--- config.mk ---
export PLATFORM = sky130hd
export DESIGN_NAME = lfsr_stream_gen
export DESIGN_NICKNAME = d
export VERILOG_FILES = /design/src/rtl/lfsr_stream_gen.sv
export SDC_FILE = /design/constraint.sdc
export NUM_CORES = 1
export LEC_CHECK = 0
export CAP_MARGIN = 40
export CORE_ASPECT_RATIO = 0.6
export CORE_MARGIN = 5
export CORE_UTILIZATION = 52
export CTS_CLUSTER_DIAMETER = 40
export DETAILED_ROUTE_END_ITERATION = 8
export PLACE_DENSITY = 0.85
export REMOVE_ABC_BUFFERS = 1
export SYNTH_ARGS = -nofsm -noshare
export SYNTH_HDL_FRONTEND = slang
export SYNTH_SLANG_ARGS = --single-unit
export TNS_END_PERCENT = 1
--- constraint.sdc ---
create_clock -name clk -period 4.34 [get_ports clk]
set_input_delay 0.868 -clock clk [delete_from_list [all_inputs] [get_ports clk]]
set_output_delay 0.868 -clock clk [all_outputs]
set_load 0.1 [all_outputs]
--- src/rtl/lfsr_stream_gen.sv ---
// Fibonacci LFSR keystream generator: seed load, valid/ready chunk output, lockup flag, transfer counter.
// Build option LFSR_ZERO_RECOVER_EN: an all-zero state is replaced by DEFAULT_SEED instead of locking.
//
// state | meaning
// IDLE  | no chunk pending, waiting for enable
// RUN   | producing chunks or holding a pending chunk
// LOCK  | register is all-zero, waiting for a non-zero seed load
module lfsr_stream_gen #(
    parameter int               WIDTH        = 9,
    parameter logic [WIDTH-1:0] TAPS         = 9'h110,
    parameter int               OUT_W        = 1,
    parameter logic [WIDTH-1:0] DEFAULT_SEED = 9'h001,
    parameter int               CNT_W        = 16
) (
    input  logic             clk,
    input  logic             reset_n,
    input  logic             load,
    input  logic [WIDTH-1:0] seed,
    input  logic             enable,
    input  logic             out_ready,
    output logic             out_valid,
    output logic [OUT_W-1:0] out_bits,
    output logic [WIDTH-1:0] state,
    output logic             lockup,
    output logic [CNT_W-1:0] xfer_cnt
);

    if (WIDTH < 3 || WIDTH > 32) begin : g_bad_width
        $error("lfsr_stream_gen: WIDTH must be in 3..32");
    end
    if (TAPS[WIDTH-1] == 1'b0) begin : g_bad_taps
        $error("lfsr_stream_gen: TAPS[WIDTH-1] must be set");
    end
    if (DEFAULT_SEED == '0) begin : g_bad_seed
        $error("lfsr_stream_gen: DEFAULT_SEED must be non-zero");
    end
    if (OUT_W < 1 || OUT_W > WIDTH) begin : g_bad_out_w
        $error("lfsr_stream_gen: OUT_W must be in 1..WIDTH");
    end

    typedef enum logic [1:0] {
        ST_IDLE = 2'd0,
        ST_RUN  = 2'd1,
        ST_LOCK = 2'd2
    } fsm_t;

    localparam logic [CNT_W-1:0] CNT_MAX = '1;

    fsm_t             fsm_q, fsm_d;
    logic [WIDTH-1:0] s_q, s_d;
    logic             valid_q, valid_d;
    logic [OUT_W-1:0] bits_q, bits_d;
    logic [CNT_W-1:0] cnt_q, cnt_d;
    logic             lock_q, lock_d;
    logic [WIDTH-1:0] walk;
    logic [OUT_W-1:0] chunk;
    logic             xfer;
`ifdef LFSR_ZERO_RECOVER_EN
    logic             zero_hit;
`endif

    // OUT_W single steps unrolled; walk ends as the register value after the chunk
    always_comb begin
        walk  = s_q;
        chunk = '0;
        for (int k = 0; k < OUT_W; k++) begin
            chunk[k] = walk[0];
            walk     = {walk[WIDTH-2:0], ^(walk & TAPS)};
        end
    end

    assign xfer = valid_q && out_ready;

    always_comb begin
        fsm_d   = fsm_q;
        s_d     = s_q;
        valid_d = valid_q;
        bits_d  = bits_q;
        cnt_d   = cnt_q;
`ifdef LFSR_ZERO_RECOVER_EN
        zero_hit = 1'b0;
`endif
        if (load) begin
            fsm_d   = ST_IDLE;
            s_d     = seed;
            valid_d = 1'b0;
            cnt_d   = '0;
        end else begin
            unique case (fsm_q)
                ST_IDLE: begin
                    if (enable) fsm_d = ST_RUN;
                end
                ST_RUN: begin
                    if (xfer && cnt_q != CNT_MAX) cnt_d = cnt_q + 1'b1;
                    if (!valid_q || out_ready) begin
                        if (enable) begin
                            bits_d  = chunk;
                            s_d     = walk;
                            valid_d = 1'b1;
                        end else begin
                            valid_d = 1'b0;
                            fsm_d   = ST_IDLE;
                        end
                    end
                end
                ST_LOCK: begin
                    valid_d = 1'b0;
                end
                default: begin
                    fsm_d   = ST_IDLE;
                    valid_d = 1'b0;
                end
            endcase
        end

        // an all-zero register can only arise from a zero seed load
        if (s_d == '0) begin
`ifdef LFSR_ZERO_RECOVER_EN
            s_d      = DEFAULT_SEED;
            zero_hit = 1'b1;
`else
            fsm_d    = ST_LOCK;
            valid_d  = 1'b0;
`endif
        end
    end

`ifdef LFSR_ZERO_RECOVER_EN
    assign lock_d = zero_hit;
`else
    assign lock_d = (s_d == '0);
`endif

    always_ff @(posedge clk or negedge reset_n) begin
        if (!reset_n) begin
            fsm_q   <= ST_IDLE;
            s_q     <= DEFAULT_SEED;
            valid_q <= 1'b0;
            bits_q  <= '0;
            cnt_q   <= '0;
            lock_q  <= 1'b0;
        end else begin
            fsm_q   <= fsm_d;
            s_q     <= s_d;
            valid_q <= valid_d;
            bits_q  <= bits_d;
            cnt_q   <= cnt_d;
            lock_q  <= lock_d;
        end
    end

    assign out_valid = valid_q;
    assign out_bits  = bits_q;
    assign state     = s_q;
    assign lockup    = lock_q;
    assign xfer_cnt  = cnt_q;

endmodule

==> out/qor.yml <==
status: "finished, final reports clean"
netlist_instances: 161
viasPerCell: 6.15
p_total_mw: 0.729
hold_viol_final: 0
cts_hold_buffers: 0
mostFrequentLayoutCells: "clkdlybuf4s50_1, dfrtp_1, buf_8, nor2_1, nand2_1"
design_area_um2: 2550
pwr-share-seq_pct: 41.9
path_delay_family: "buffers and inverters"
post_cts_buffers: 0
cts_num_sinks: 30
grt_pass1_wl_mm: 8.88
path_cells: "clkdlybuf4s50_1 -> buf_4 -> inv_1 -> and4_1 -> a221o_1 -> nor3_2 -> a31oi_1"
p_leak_nw: 1.03
synth_edf_count: 0
cts_inserted_buffers: 5
finClkSkew_ns: 0.00383
synth_area_per_cell_um2: 10.1
coreArea_um2: 2950
max_cap_violations: 0
period_needed_ns: 2.80
hold_path.class: "reg2reg"
die_h_um: 53.4
placed_area_um2: 2470
clock_latency_ns: 0.29
grt_max_degree: 31
ioPinCount: 42
seq_area_frac_synth_pct: 46.0
io_buffer_count: 41
fmax_mhz: 357
slew_headroom_pct: 55.8
p_int_mw: 0.478
dr_total_vias: 1672
crit_buf_inv: 3
tns_ns: 0
async_flop_share_pct: 100
cts_tree: "built"
tightest_slew_ns: 0.661
setup_viol: 0
die_area_um2: 4400
cts-root-buf: "clkbuf_8"
place_hpwl_mm: 3.97
cp_slowest_cell: "clkdlybuf4s50_1"
p_per_area_nw_per_um2: 286
cts_resized: 0
grt_antenna_before_repair: 0
switching_share_pct: 34.5
synth_area_leader_cell: "dfrtp_1"
gp_congestion: 0.888
synthDistinctLibCells: 45
cp.required_ns: 4.48
synthFlopType: "dfrtp_1"
seqCellArea_um2: 752
wl_mm: 5.40
routedWlPerCell_um: 19.9
fillers: 143
track_usage_pct: 28.3
crit_path_max_incr_delay_ns: 0.45
std_cell_rows: 15
ir_worst_vdd_mv: 0.238
clk_pin_slew_worst_paths_ns: 0.06
synth_area_um2: 1630
first_pass_iters: 5
p_clk_share_pct: 28.9
mostFrequentLayoutCell: "clkdlybuf4s50_1"
rsz0062_at_grt: "false"
p_switching_mw: 0.251
die_w_um: 82.4
initial_utilization_pct: 55.5
multi_input_area_um2: 818
path_class: "in2reg"
synth_top_area_share_pct: 44.4
grt.overflow.total: 0
drv_slew: 0
worstPathArrival_ns: 2.94
dp_cells: 265
remaining_drc_errors: 0
synth.area.top_cells: "dfrtp_1, nor2_1, a31oi_1"
drive_gt1_share_pct: 21.7
cts_max_level: 2
clockBufferDepth: 2
area_growth_pct: 56.0
diodes: 0
grt_pass1_vias: 1738
crit_path_start_kind: "input pin"
combPwrFrac_pct: 29.2
finalNonFillerCells: 272
fin_crit_sh_pct: 64.5
ys_warn_count: 0
cp_max_fo: 28
drtAntennaViolNets: 0
layout.nets: 245
ys_ff_latch: 30
worst_setup_path_end_kind: "flop"
drtIter0Drc: 261
[cell type report]
type / instances / area share (%)
Timing Repair Buffer: 71 / 33.2
Multi-Input combinational cell: 121 / 32.1
Sequential cell: 30 / 29.5
Clock buffer: 7 / 2.99
Tap cell: 42 / 2.06
Inverter: 1 / 0.147
[stage by stage]
| step | utilization [%] | hold WS (ns) | setup slack (ns) |
|---|---|---|---|
| floorplan | - | 0.512 | 1.83 |
| global placement | 69.6 | 0.509 | 1.45 |
| detailed placement | 83.9 | 0.518 | 1.33 |
| CTS | 86.5 | 0.533 | 1.60 |
| global route | 86.5 | 0.560 | 1.41 |
| finish | 86.5 | 0.558 | 1.54 |
[registers in the layout, summed over array words and instances (netlist names)]
name / cells
fsm_q: 2
out_bits: 1
out_valid: 1
state: 9
xfer_cnt: 16
lockup: 1
[power groups by stage]
| stage | clock network [mW] | logic, mW | registers (mW) |
|---|---|---|---|
| floorplan | 0 | 0.0290 | 0.390 |
| global placement | 0 | 0.167 | 0.308 |
| detailed placement | 0 | 0.210 | 0.310 |
| CTS | 0.210 | 0.211 | 0.305 |
| global route | 0.226 | 0.220 | 0.307 |
| finish | 0.211 | 0.213 | 0.305 |
[synthesized netlist by cell type (3+ instances only)]
master and instances:
nor3_1 3, nor2_1 20, nor4_2 3, buf_6 3, nand3_1 7, a2bb2oi_1 4
nand2_1 11, dfrtp_1 29, xor2_1 5, and4_1 4, xnor2_1 5, and3_1 3
o21ai_0 10, a21oi_1 6, a31oi_1 9, buf_2 3
[metal layers]
metal	global-route usage (%)	up-vias	share of wire, %
li1	-	737	-
met4	13.5	0	4.1
met5	0	-	0
met1	34.3	791	40
met2	47.7	116	48
met3	6.29	28	7.4
[path summary, 6_finish.rpt]
| check | endpoint | depth (start not counted) | startpoint | slack (ns) |
|---|---|---|---|---|
| max | fsm_q[0]$_DFFE_PN0P_ | 7 | load | 1.54 |
| min | xfer_cnt[8]$_DFFE_PN0P_ | 1 | xfer_cnt[8]$_DFFE_PN0P_ | 0.56 |
| max reg2reg | xfer_cnt[1]$_DFFE_PN0P_ | 5 | xfer_cnt[3]$_DFFE_PN0P_ | 2.02 |
| min reg2reg | xfer_cnt[8]$_DFFE_PN0P_ | 1 | xfer_cnt[8]$_DFFE_PN0P_ | 0.56 |
| max in group asynchronous | state[0]$_DFF_PN1_ | 2 | reset_n | 3.07 |
| min in group asynchronous | state[7]$_DFF_PN0_ | 2 | reset_n | 0.96 |
[logic make-up (layout without fill, tap and decap cells)]
| logic type | count (synthesis) | count (layout) | share of synthesized area (%) |
|---|---|---|---|
| simple gates | 66 | 66 | 23.7 |
| compound gates | 43 | 43 | 19.7 |
| flops | 30 | 30 | 46.0 |
| xor+xnor | 10 | 10 | 5.36 |
| buf+inv | 10 | 79 | 3.90 |
| fa+ha+maj | 1 | 1 | 0.766 |
| mux | 1 | 1 | 0.613 |
Power figures use the tool's default switching activity.
